**src/rtl/median_seq.sv**
```systemverilog
// Sequential median-of-9: loads 9 samples, then runs a 19-step compare-exchange network
// on one shared comparator. Optional MEDIAN_SEQ_STATUS_EN adds a done_cnt output.
module median_seq #(
  parameter int DATA_W = 9
) (
  input  logic              clk,
  input  logic              rst_n,
`ifdef MEDIAN_SEQ_STATUS_EN
  output logic [15:0]       done_cnt,
`endif
  input  logic              clr,
  input  logic              s_valid,
  output logic              s_ready,
  input  logic [DATA_W-1:0] s_data,
  output logic              m_valid,
  input  logic              m_ready,
  output logic [DATA_W-1:0] m_data
);

  typedef enum logic [1:0] {LOAD, SORT, DONE} state_t;

  state_t            state_q, state_d;
  logic [3:0]        cnt_q, cnt_d;
  logic [4:0]        step_q, step_d;
  logic              m_valid_q, m_valid_d;
  logic [DATA_W-1:0] m_data_q, m_data_d;
  logic [DATA_W-1:0] r_q [9];
  logic [DATA_W-1:0] r_d [9];

  logic [3:0]        idx_a, idx_b;
  logic [DATA_W-1:0] op_a, op_b, lo, hi;

  // Exchange schedule: {low index, high index} per step.
  always_comb begin
    unique case (step_q)
      5'd0:    {idx_a, idx_b} = 8'h01;
      5'd1:    {idx_a, idx_b} = 8'h34;
      5'd2:    {idx_a, idx_b} = 8'h67;
      5'd3:    {idx_a, idx_b} = 8'h12;
      5'd4:    {idx_a, idx_b} = 8'h45;
      5'd5:    {idx_a, idx_b} = 8'h78;
      5'd6:    {idx_a, idx_b} = 8'h01;
      5'd7:    {idx_a, idx_b} = 8'h34;
      5'd8:    {idx_a, idx_b} = 8'h67;
      5'd9:    {idx_a, idx_b} = 8'h03;
      5'd10:   {idx_a, idx_b} = 8'h14;
      5'd11:   {idx_a, idx_b} = 8'h58;
      5'd12:   {idx_a, idx_b} = 8'h36;
      5'd13:   {idx_a, idx_b} = 8'h47;
      5'd14:   {idx_a, idx_b} = 8'h25;
      5'd15:   {idx_a, idx_b} = 8'h14;
      5'd16:   {idx_a, idx_b} = 8'h46;
      5'd17:   {idx_a, idx_b} = 8'h26;
      5'd18:   {idx_a, idx_b} = 8'h24;
      default: {idx_a, idx_b} = 8'h01;
    endcase
  end

  // Shared compare-exchange; equal operands pass through unchanged.
  always_comb begin
    op_a = r_q[idx_a];
    op_b = r_q[idx_b];
    lo   = (op_a > op_b) ? op_b : op_a;
    hi   = (op_a > op_b) ? op_a : op_b;
  end

  always_comb begin
    state_d   = state_q;
    cnt_d     = cnt_q;
    step_d    = step_q;
    m_valid_d = m_valid_q;
    m_data_d  = m_data_q;
    r_d       = r_q;
    s_ready   = (state_q == LOAD);
    unique case (state_q)
      LOAD: if (s_valid) begin
        r_d[cnt_q] = s_data;
        if (cnt_q == 4'd8) begin
          cnt_d   = 4'd0;
          step_d  = 5'd0;
          state_d = SORT;
        end else begin
          cnt_d = cnt_q + 4'd1;
        end
      end
      SORT: begin
        r_d[idx_a] = lo;
        r_d[idx_b] = hi;
        if (step_q == 5'd18) begin
          m_data_d  = hi;
          m_valid_d = 1'b1;
          step_d    = 5'd0;
          state_d   = DONE;
        end else begin
          step_d = step_q + 5'd1;
        end
      end
      DONE: if (m_ready) begin
        m_valid_d = 1'b0;
        cnt_d     = 4'd0;
        state_d   = LOAD;
      end
      default: state_d = LOAD;
    endcase
    if (clr) begin
      state_d   = LOAD;
      cnt_d     = 4'd0;
      step_d    = 5'd0;
      m_valid_d = 1'b0;
      m_data_d  = m_data_q;
      r_d       = r_q;
    end
  end

  always_ff @(posedge clk or negedge rst_n) begin
    if (!rst_n) begin
      state_q   <= LOAD;
      cnt_q     <= 4'd0;
      step_q    <= 5'd0;
      m_valid_q <= 1'b0;
      m_data_q  <= '0;
    end else begin
      state_q   <= state_d;
      cnt_q     <= cnt_d;
      step_q    <= step_d;
      m_valid_q <= m_valid_d;
      m_data_q  <= m_data_d;
    end
  end

  // Sample store is fully rewritten before every sort, so it carries no reset.
  always_ff @(posedge clk) begin
    r_q <= r_d;
  end

  assign m_valid = m_valid_q;
  assign m_data  = m_data_q;

`ifdef MEDIAN_SEQ_STATUS_EN
  logic [15:0] done_cnt_q, done_cnt_d;

  // A handshake coincident with clr still counts as delivered.
  always_comb begin
    done_cnt_d = done_cnt_q;
    if (m_valid_q && m_ready && (done_cnt_q != 16'hFFFF))
      done_cnt_d = done_cnt_q + 16'd1;
  end

  always_ff @(posedge clk or negedge rst_n) begin
    if (!rst_n) done_cnt_q <= 16'd0;
    else        done_cnt_q <= done_cnt_d;
  end

  assign done_cnt = done_cnt_q;
`endif

endmodule

```
**config.mk**
```make
export PLATFORM = sky130hd
export DESIGN_NAME = median_seq
export DESIGN_NICKNAME = d
export VERILOG_FILES = /design/src/rtl/median_seq.sv
export SDC_FILE = /design/constraint.sdc
export NUM_CORES = 1
export LEC_CHECK = 0
export ABC_AREA = 1
export CAP_MARGIN = 20
export CORE_MARGIN = 4
export CORE_UTILIZATION = 45
export DETAILED_ROUTE_END_ITERATION = 7
export PLACE_DENSITY = 0.69
export SLEW_MARGIN = 20
export SYNTH_ARGS = -nofsm -noshare
export SYNTH_HDL_FRONTEND = slang
export SYNTH_SLANG_ARGS = --single-unit
```
**constraint.sdc**
```tcl
create_clock -name clk -period 5.1 [get_ports clk]
set_input_delay 1.02 -clock clk [delete_from_list [all_inputs] [get_ports clk]]
set_output_delay 1.02 -clock clk [all_outputs]
set_load 0.05 [all_outputs]
```
==> metrics <==
status completed; endpoints failing setup 0; number of global-route vias before repair approximately 8,100; io pins 25; CTS tree done; Critical Path Most Common Cell nand2_1; Crit Path Class flop to flop; Worst-path clk slew 0.07 ns; DR DRC count 0; Congestion Overflow GR 0; post-route clock skew 0.0110 ns; Synth Instances roughly 1,300; Die H 146 µm; M1 WL 12.8 mm; Setup Buffers After CTS 0; Die W around 150 µm; Core Area 18,600 µm²; Hold Path Class flop to flop; Tcrit/Tclk final 0.931; Synth Cell Area 8530 µm²; CP startpoint kind flop; synth warn 0; Placer Congestion 1.03; final instance area approximately 9300 µm²; Initial Util 0.458; initial antenna violation count 0; FF+latch area 2960 µm²; Placement Cell Area between 9000 and 10,000 µm²; Syn Area/Cell 6.36 µm²; global-route wire length before repair 47.5 mm; total track usage 0.287; most frequent cells in the layout nand2_1, nand3_1, inv_1; Slowest-stage cell, CP dfrtp_1; multi-input logic area 4830 µm²; area grow syn2layout 9.05%; metal2 WL between 10 and 15 mm; Final Hold Fails 0; CP arrival roughly 4.8 ns; min cycle time layout 4.75 ns; Seq/Total Area, Yosys 0.347; WL final a little over 30 mm; CTS Buf Count 9; post-cts hold buffer count 0; PortBufs 24; FP Rows 50; hold path depth 2; antenna viol nets, final 0; count of cell types in the netlist 38; crit-path max cell delay 0.47 ns; Filler Cell Count 1,926; max-cap violation count 0; per-cell routed wire length 19.5 µm; Highest Signal Layer met4; Slew @ Worst Pin 1.08 ns; WL met3 3.44 mm; Diodes inserted 0; syn_nets 1,375; Setup crit end kind flop; Final Worst Setup Slack 0.351 ns; Final nets 1,386; Via density 5.80; Max clock buf depth 2; post_cts resized 0; Worst slew margin 0.280; CP max FO 44; number of DRC markers in iteration 0 roughly 1,300; RSZ-0062 raised after global routing true; r2r worst-path depth 25; Worst EP required 5.18 ns; setup_tns 0 ns; Clock Latency Late Sink 0.36 ns; routed vias 9,228; commonest non-fill, non-tap cell in the layout nand2_1; Slew Limit Fails 0; TritonRoute pass-1 iters 8; Die Area 21,200 µm²; Synth top area share 0.285; post-synthesis register bit count 102; share of cells above drive strength 1 0.0685; synth top area cells edfxtp_1, nand2_1, nand3_1, dfrtp_1, inv_1; CTS Sinks 102; dpl hpwl about 23 mm; largest net degree at the start of global routing between 60 and 70; CTS root buf clkbuf_16; Peak Freq about 210 MHz; H-tree levels 3; dpl ws about 0.5 ns; leading area contributor after synthesis edfxtp_1
-- worst max-delay path: cells and delay by family, from the launching register on --
kind | cells | cell delay, ns
buffers and inverters | 4 | 0.82
AOI/OAI and AO/OA | 2 | 0.25
and+or+nand+nor | 17 | 2.26
DFF | 1 | 0.47
adders and majority gates | 2 | 0.66
-- worst paths after layout --
| path | to | slack (ns) | from |
|---|---|---|---|
| worst min-delay path | m_valid | 0.48 | m_valid |
| max in group asynchronous | step_q[3] | 4.15 | rst_n |
| worst min register to register | m_valid | 0.48 | m_valid |
| min in group asynchronous | m_data[2] | 0.61 | rst_n |
| worst max register to register | r_q[27] | 0.35 | step_q[0] |
| worst max-delay path | r_q[27] | 0.35 | step_q[0] |
-- Yosys cell counts --
library cell  instances
nand2_1             642
nand3_1             168
inv_1               123
edfxtp_1             81
o21ai_0              48
nor2_1               43
nand4_1              36
clkbuf_1             25
dfrtp_1              21
ha_1                 19
nand2_2              17
o21ai_1              16
buf_2                14
a21oi_1              11
nand3_2              10
o22ai_1              10
buf_4                 7
nor3_1                7
nor2_2                6
inv_2                 5
nor3_2                4
o221ai_1              4
buf_1                 3
buf_6                 3
nor3b_1               3
clkinv_1              2
nand4_2               2
nor2_4                2
a21boi_0              1
a21oi_2               1
a31oi_1               1
and3_1                1
nand3_4               1
nand3b_1              1
nor4b_1               1
o211ai_1              1
o21a_1                1
o31ai_1               1
-- state kept, by name (all words and copies together) (netlist names) --
register,count
m_valid,1
m_data,9
r_q,81
step_q,5
state_q,2
cnt_q,4
-- per-layer routing --
metal / GRT usage / vias to the layer above
li1: - / 4380
met1: 0.416 / 4266
met2: 0.438 / 512
met3: 0.0489 / 70
met4: 0.0921 / 0
met5: 0 / -
-- final cells by class --
type,count,share of cell area
timing repair buffer,52,0.0492
tap,234,0.0315
inverter,130,0.0525
sequential,102,0.318
multi-input combinational,1058,0.520
clock inverter,5,0.00430
clock buffer,11,0.0250
-- cell families after synthesis --
logic type,share of synthesized area
adders and majority gates,0.0279
AOI/OAI and AO/OA,0.0607
buffers and inverters,0.0879
DFF,0.347
and+or+nand+nor,0.477
-- metrics by stage --
step / hold slack, ns / cells / utilization
6_report: 0.481 / 1592 / 0.499
3_5_place_dp: 0.461 / 1576 / 0.485
2_1_floorplan: 0.522 / 1342 / -
4_1_cts: 0.483 / 1592 / 0.499
5_1_grt: 0.518 / 1592 / 0.499
3_3_place_gp: 0.461 / 1576 / 0.485
Power is left out: the tool's default activity adds up to more than one toggle a clock period on the data nets, which glitch-free logic cannot reach.
